<file path="config.mk">
export PLATFORM = sky130hd
export DESIGN_NAME = poly_phase_accumulator
export DESIGN_NICKNAME = d
export VERILOG_FILES = /design/src/rtl/poly_phase_accumulator.sv
export SDC_FILE = /design/constraint.sdc
export NUM_CORES = 1
export LEC_CHECK = 0
export BUFFER_PORTS_ARGS = -buffer_cell sky130_fd_sc_hd__buf_2
export CORE_UTILIZATION = 45
export CTS_BUF_LIST = sky130_fd_sc_hd__clkbuf_2 sky130_fd_sc_hd__clkbuf_4 sky130_fd_sc_hd__clkbuf_8
export DETAILED_ROUTE_END_ITERATION = 12
export GPL_TIMING_DRIVEN = 0
export PLACE_DENSITY_LB_ADDON = 0.1
export SKIP_CTS_REPAIR_TIMING = 1
export SLEW_MARGIN = 30
export SYNTH_ARGS = -nofsm -noshare
export SYNTH_HDL_FRONTEND = slang
export SYNTH_SLANG_ARGS = --single-unit
</file>
<file path="constraint.sdc">
create_clock -name clk_in -period 4.5 [get_ports clk_in]
set_clock_uncertainty 0.2 [all_clocks]
set_input_delay 0.675 -clock clk_in [delete_from_list [all_inputs] [get_ports clk_in]]
set_output_delay 0.675 -clock clk_in [all_outputs]
set_load 0.005 [all_outputs]
</file>
<file path="src/rtl/poly_phase_accumulator.sv">
// Time-multiplexed per-voice phase accumulator driven by note-on/off commands; one voice per slot.
// Latency: outputs registered 1 cycle after the slot. No backpressure: commands are always accepted.
module poly_phase_accumulator #(
    parameter int NUM_VOICES  = 4,
    parameter int PHASE_WIDTH = 32,
    parameter int CLK_HZ      = 100000000
) (
    input  logic                   clk_in,
    input  logic                   rst_in,
    input  logic                   cmd_valid_in,
    input  logic                   cmd_on_in,
    input  logic [3:0]             cmd_voice_in,
    input  logic [6:0]             cmd_note_in,
    output logic                   cmd_err_out,
    output logic                   phase_valid_out,
    output logic [3:0]             phase_voice_out,
    output logic [PHASE_WIDTH-1:0] phase_value_out,
    output logic                   phase_active_out,
    output logic                   frame_start_out,
    output logic [NUM_VOICES-1:0]  voice_active_out
);

    localparam int SW = (NUM_VOICES > 1) ? $clog2(NUM_VOICES) : 1;

    typedef logic [PHASE_WIDTH-1:0] phase_t;

    // Top-octave (notes 120..131) increments; lower octaves are right shifts of these.
    function automatic logic [12*PHASE_WIDTH-1:0] calc_base_table();
        logic [12*PHASE_WIDTH-1:0] tbl;
        real                       step;
        tbl = '0;
        for (int k = 0; k < 12; k++) begin
            step = 440.0 * (2.0 ** (real'(51 + k) / 12.0)) * (2.0 ** real'(PHASE_WIDTH))
                   * real'(NUM_VOICES) / real'(CLK_HZ);
            tbl[k*PHASE_WIDTH +: PHASE_WIDTH] = PHASE_WIDTH'(longint'(step));
        end
        return tbl;
    endfunction

    localparam logic [12*PHASE_WIDTH-1:0] BASE_TABLE = calc_base_table();

    phase_t                phase [NUM_VOICES];
    phase_t                inc   [NUM_VOICES];
    logic [NUM_VOICES-1:0] active;
    logic [SW-1:0]         slot;

    logic [3:0]    semitone;
    logic [3:0]    octave;
    phase_t        note_inc;
    logic          cmd_ok;
    logic [SW-1:0] cmd_idx;
    logic          slot_hit;
    phase_t        slot_sum;
    phase_t        slot_phase_nxt;
    logic          slot_active_nxt;

    always_comb begin
        semitone = 4'(cmd_note_in % 7'd12);
        octave   = 4'(cmd_note_in / 7'd12);
        note_inc = BASE_TABLE[semitone*PHASE_WIDTH +: PHASE_WIDTH] >> (4'd10 - octave);
    end

    always_comb begin
        cmd_ok   = cmd_valid_in && ({1'b0, cmd_voice_in} < 5'(NUM_VOICES));
        cmd_idx  = SW'(cmd_voice_in);
        slot_hit = cmd_ok && (cmd_idx == slot);
        slot_sum = phase[slot] + (active[slot] ? inc[slot] : '0);
        // A command to the voice being serviced overrides that slot's accumulate.
        slot_phase_nxt  = slot_hit ? '0 : slot_sum;
        slot_active_nxt = slot_hit ? cmd_on_in : active[slot];
    end

    always_ff @(posedge clk_in or negedge rst_in) begin
        if (!rst_in) begin
            slot   <= '0;
            active <= '0;
            for (int v = 0; v < NUM_VOICES; v++) begin
                phase[v] <= '0;
                inc[v]   <= '0;
            end
            cmd_err_out      <= 1'b0;
            phase_valid_out  <= 1'b0;
            phase_voice_out  <= '0;
            phase_value_out  <= '0;
            phase_active_out <= 1'b0;
            frame_start_out  <= 1'b0;
        end else begin
            slot <= (slot == SW'(NUM_VOICES - 1)) ? '0 : slot + 1'b1;
            for (int v = 0; v < NUM_VOICES; v++) begin
                if (cmd_ok && (cmd_idx == SW'(v))) begin
                    phase[v]  <= '0;
                    inc[v]    <= cmd_on_in ? note_inc : '0;
                    active[v] <= cmd_on_in;
                end else if (slot == SW'(v)) begin
                    phase[v] <= slot_sum;
                end
            end
            cmd_err_out      <= cmd_valid_in && !cmd_ok;
            phase_valid_out  <= 1'b1;
            phase_voice_out  <= 4'(slot);
            phase_value_out  <= slot_phase_nxt;
            phase_active_out <= slot_active_nxt;
            frame_start_out  <= (slot == '0);
        end
    end

    assign voice_active_out = active;

endmodule

</file>
==> results.ini, run 1 <==
[outcome]
status=finished clean

[cts]
clock_latency_ps=580
htreeDepth=2
cts_tree=built
numCtsBuffers=46
cts.sinks=260
path_clk_slew_ps=60
clk_path_buf_depth=3
cts-root-buf=clkbuf_8

[route]
dr_wl_met3_mm=3.21
viasPerCell=6.10
wirelength_mm=47.5
dr_wl_met2_mm=22.0
ant_nets=0
firstDrtPassIters=5
vias=12974
met1_length_mm=21.0
drc_errors=0
wl_per_cell_um=22.3
highest_layer=met4
drt_iter0_markers=1210

[final_layout]
layout_commonest_cell=dfrtp_1
multiInputGateArea_mm2=0.00835
regArea_mm2=0.00651
drive_gt1_frac=0.193
final_nets=1697
fin_cells=2127
nFillCells=3034
final_util=0.536
final_cell_mix=dfrtp_1, nand2_1, nor2_1, a21oi_1, o21ai_0
area_delta_synth_final_pct=16.2

[worst_setup_path]
slowest_delay_ps=510
ff2ff_setup_slack_ps=130
start_kind=register
critPathMaxFanout=13
worstPathArrival_ps=4580
cpMaxStageDelayCell=mux4_2
critPathKind=reg2reg
endpoint_kind=register
path_cells=buf_12, buf_8, mux4_2, ha_1, fa_1, a21o_1, a21oi_2, o21bai_1, a31oi_4, a211oi_2, o2111ai_2, a21oi_1, xnor2_2, nor2_1
worstPathRequired_ps=4700

[power_and_ir_drop]
power_density_mw_per_mm2=461
ir_drop_v=0.000260
power.leakage_nw=7.80

[die]
start_util=0.461
coreArea_mm2=0.0328
pin_count=59
die-area_mm2=0.0343
die_w_um=185
rows=66
die_h_um=185

[grt]
antenna_found_initial=3
grt_first_pass_wirelength_mm=73.7
grt_pass1_vias=12374
grt_max_degree=85
overflow=0
grtUsageTotal=0.283

[sta]
holdWs_ps=156
min_period_ps=4370
hold_viol_final=0
finalSetupViolations=0
worst_pin_slew_ps=954
finalMaxSlewViolations=0
relSlewSlack=0.364
min_period_over_period=0.972
max_freq_mhz=229
tns_ps=0
setup_ws_ps=127

[yosys]
synth-seq-cells=260
synth_cells=1534
synth_xor_area_frac=0.0191
synth-seq-area-share=0.430
ys_warn_count=0
synth.cell_area_mm2=0.0151
yosys-top-cells-area=dfrtp_1, mux4_2, mux2i_1, a21oi_1, o21ai_0
synth_cell_types=81
avgSynthCellArea_um2=9.86
synth_compound_area_frac=0.183
synthMuxAreaShare=0.151
synthSimpleGateAreaFrac=0.149
synth_area_leader_cell=dfrtp_1
synth_top_area_share=0.430
ys_dominant_reg_cell=dfrtp_1
synth_top_family_by_area=compound AO/OA/AOI/OAI gates
synth-edff-count=0
async_reset_ff_frac=1.00
synth_fa_ha_area_frac=0.0286

[placement]
gp_congestion=0.983
portBuffers=51
dp.cells=2031
dp_hpwl_mm=33.7
place_ws_ps=-2020

[hold_path]
hold_path_class=in2reg

[run]
cap_violations=0

## layout make-up
class / instances / share of cell area
clock buffer: 75 / 0.0541
timing repair buffer: 66 / 0.0251
tap: 442 / 0.0315
sequential: 260 / 0.371
clock inverter: 8 / 0.00470
antenna: 2 / 0.000285
multi-input combinational: 1133 / 0.475
buffer: 116 / 0.0331
inverter: 25 / 0.00534
## logic make-up (layout without fill, tap and decap cells)
kind of cell    after synthesis  in the layout
buf+inv                     142            290
compound gates              435            435
flops                       260            260
fa+ha+maj                    34             34
simple gates                475            475
other cells                   2              5
xor+xnor                     33             33
mux                         153            153
## synthesized netlist by cell type, types with 15 or more instances
| cell type | count |
|---|---|
| nand2_1 | 148 |
| nor2b_1 | 45 |
| mux2i_1 | 67 |
| a21oi_1 | 122 |
| nand3_1 | 39 |
| xnor2_1 | 27 |
| inv_1 | 25 |
| buf_2 | 18 |
| mux4_2 | 57 |
| a31oi_1 | 24 |
| mux2_2 | 28 |
| nand2b_1 | 15 |
| o21ai_0 | 113 |
| nor2_1 | 139 |
| buf_1 | 20 |
| o31ai_1 | 17 |
| clkbuf_1 | 74 |
| dfrtp_1 | 260 |
| nor3_1 | 17 |
| a211oi_1 | 25 |
| ha_1 | 33 |
## registers in the layout (all words and copies together) (netlist names)
register,count
voice_active_out,4
phase,128
frame_start_out,1
phase_value_out,32
phase_voice_out,2
inc,88
slot,2
cmd_err_out,1
phase_valid_out,1
phase_active_out,1
## final timing paths
check | from | cells after the start | endpoint
max in group asynchronous | rst_in | 4 | inc[73]
min | cmd_valid_in | 2 | cmd_err_out
max reg2reg | slot[0] | 14 | phase_value_out[26]
min reg2reg | inc[16] | 2 | inc[16]
min in group asynchronous | rst_in | 2 | phase[77]
max | slot[0] | 14 | phase_value_out[26]
## report_power, final
part / switching [W] / internal [W] / total [W]
registers: 0.000276 / 0.00293 / 0.00321
logic: 0.00141 / 0.00106 / 0.00247
clock network: 0.00102 / 0.00140 / 0.00241
total: 0.00270 / 0.00539 / 0.00809
## through the flow
| stage | total power, W | area (µm²) |
|---|---|---|
| 6_report | 0.00809 | 17600 |
| 5_1_grt | 0.00855 | 17600 |
| 4_1_cts | 0.00802 | 17100 |
| 3_5_place_dp | 0.00560 | 16100 |
| 3_3_place_gp | 0.00554 | 16000 |
| 2_1_floorplan | 0.00486 | 15100 |
## per-layer routing
metal,GRT usage,vias to the layer above
met5,0,-
met4,0.0803,0
met3,0.0464,100
met2,0.448,541
met1,0.398,6459
li1,-,5874
## critical path, delay by kind of cell, from the launching register on
kind	cells	cell delay, ps
mux	1	510
flops	1	410
fa+ha+maj	2	680
buf+inv	2	380
xor+xnor	1	320
compound gates	7	1570
simple gates	1	110
Power figures use the tool's default switching activity.
==> run 2, diff against run 1 <==
- PLACE_DENSITY_LB_ADDON: 0.1 -> not set
==> run 2 against run 1 <==
  * Cell count decreased by 0.47%
  * Hold slack improved by 33 ps
  * Sequential cell count stayed put
  * Die area unchanged
  * Critical path depth rose by 3
  * Sequential power is essentially flat
  * Core utilization is 0.34 points lower
  * Combinational power is essentially flat
  * Clock-buffer cell count fell by 11
  * Via count shrank 0.23%
  * Fmax fell by 0.92%
==> results.ini, run 2 (synthesized netlist as in run 1, its figures left out) <==
[outcome]
status=finished clean

[power_and_ir_drop]
power.leakage_nw=7.76  ; -0.47%
pwr-share-seq=0.404  ; +0.008
power_density_mw_per_mm2=456  ; -1.0%
p_comb_frac=0.307  ; about the same
p_clk_frac=0.289  ; -0.009
power_w=0.00796  ; -1.6%
ir_drop_v=0.000234  ; -10%
netSwitchingPower_w=0.00266  ; -1.5%
p_sw_frac=0.334  ; +0.000512
intPower_w=0.00530  ; -1.7%

[run]
cap_violations=0  ; unchanged

[sta]
min_period_over_period=0.981  ; +0.00903
holdWs_ps=189  ; +33.1 ps
rsz0062_at_grt=true
min_period_ps=4410  ; +40.6 ps
relSlewSlack=0.372  ; +0.00789
worst_pin_slew_ps=942  ; -11.8 ps
setup_ws_ps=86.8  ; -40.6 ps
hold_viol_final=0  ; unchanged
finalMaxSlewViolations=0  ; unchanged
finalSetupViolations=0  ; unchanged
max_freq_mhz=227  ; -0.92%

[die]
die-area_mm2=0.0343  ; unchanged
rows=66  ; unchanged
pin_count=59  ; unchanged
die_w_um=185  ; unchanged
die_h_um=185  ; unchanged
coreArea_mm2=0.0328  ; unchanged
start_util=0.461  ; unchanged

[worst_setup_path]
start_kind=primary input
worstPathArrival_ps=4640  ; +60 ps
worstPathRequired_ps=4720  ; +20 ps
critPathMaxFanout=10  ; -3
path_cells=buf_2, buf_2, buf_2, buf_2, o21a_1, nor2_1, inv_1, clkbuf_4, clkbuf_4, ha_2, xnor2_4, buf_4, clkbuf_4, nor2_1, a222oi_1, o32ai_2, mux2_2
worst-path-buf-inv=9  ; +7
critical_path.top_delay_family=buffers and inverters
slowest_delay_ps=510  ; about the same
critPathMostFrequentCell=buf_2
endpoint_kind=register
cpMaxStageDelayCell=a222oi_1
critPathKind=in2reg

[route]
drt_iter0_markers=1152  ; -4.8%
drc_errors=0  ; unchanged
wirelength_mm=47.3  ; -0.31%
wl_per_cell_um=22.4  ; +0.17%
vias=12944  ; -0.23%
firstDrtPassIters=5  ; unchanged
viasPerCell=6.11  ; +0.24%
ant_nets=0  ; unchanged

[grt]
grtUsageTotal=0.283  ; +0.000591
grt_pass1_vias=12759  ; +3.1%
antenna_found_initial=1  ; -2
overflow=0  ; unchanged
grt_max_degree=84  ; -1.2%
grt_first_pass_wirelength_mm=74.4  ; +0.85%

[final_layout]
area_delta_synth_final_pct=15.4
final_nets=1693  ; -0.24%
layout_commonest_cell=dfrtp_1
nFillCells=3012  ; -0.73%
antennaDiodeCount=0  ; -2
largest_register_ffs=128  ; unchanged
final_cell_mix=dfrtp_1, nand2_1, nor2_1, a21oi_1, o21ai_0
top_regs=phase: 128 flops, inc: 88 flops, phase_value_out: 32 flops
drive_gt1_frac=0.189  ; -0.00385
top_register=phase
fin_cells=2117  ; -0.47%
post-route-cell-area_mm2=0.0175  ; -0.63%

[cts]
cts-root-buf=clkbuf_8
numCtsBuffers=45  ; -2.2%
path_clk_slew_ps=60  ; about the same
cts.sinks=260  ; unchanged
clock_latency_ps=570  ; about the same
clk_path_buf_depth=3  ; unchanged
htreeDepth=2  ; unchanged
cts_tree=built

[placement]
gp_congestion=0.954  ; -2.9%
dp.cells=2031  ; unchanged
portBuffers=51  ; unchanged
place_ws_ps=-1720  ; +302 ps
dpl_cell_area_mm2=0.0161  ; about the same
dp_hpwl_mm=33.9  ; +0.56%

[hold_path]
hold_path_class=in2reg

## run 2: per-stage QoR
| step | util | setup TNS [ps] |
|---|---|---|
| 6_report | 0.532 | 0 |
| 2_1_floorplan | - | 0 |
| 4_1_cts | 0.519 | -176710 |
| 3_3_place_gp | 0.487 | -792260 |
| 5_1_grt | 0.532 | -664 |
| 3_5_place_dp | 0.490 | -219880 |
## run 2: metal layers
metal	track usage	wire (µm)	up-vias
li1	-	-	5851
met1	0.383	20400	6487
met2	0.469	22700	507
met3	0.0395	2840	97
met4	0.0876	1340	2
met5	0	13	-
## run 2: power by group through the flow
stage / Clock (W) / Sequential [W] / Combinational, W
floorplan: 0 / 0.00317 / 0.00168
global placement: 0 / 0.00323 / 0.00231
detailed placement: 0 / 0.00324 / 0.00235
CTS: 0.00235 / 0.00321 / 0.00236
global route: 0.00246 / 0.00329 / 0.00270
finish: 0.00230 / 0.00321 / 0.00245
## run 2: area by class of cell
cell class              count  area, µm²  area share
repair buffers             64        425      0.0244
well taps                 442        553      0.0317
multi-input cells        1133       8340       0.478
clock buffers              64        837      0.0480
inverters                  25       93.8     0.00538
flip-flops and latches    260       6510       0.373
clock inverters            14        124     0.00710
plain buffers             115        572      0.0328
## run 2: worst paths after layout
path	from	to	slack, ps	cells past startpoint
min	cmd_valid_in	cmd_err_out	190	2
max reg2reg	slot[1]	phase_value_out[30]	120	15
max	cmd_note_in[3]	inc[66]	90	17
max in group asynchronous	rst_in	inc[19]	2590	4
min in group asynchronous	rst_in	phase[70]	350	2
min reg2reg	inc[75]	inc[75]	280	2
## run 2: worst register-to-register path: cells and delay by family, from the launching register on
| family | cells | cell delay, ps |
|---|---|---|
| adder cells (fa/ha/maj) | 1 | 340 |
| multiplexers | 1 | 380 |
| AO/OA/AOI/OAI | 8 | 1830 |
| XOR/XNOR | 1 | 340 |
| flip-flops | 1 | 430 |
| AND/OR/NAND/NOR | 2 | 200 |
| buffers and inverters | 2 | 500 |
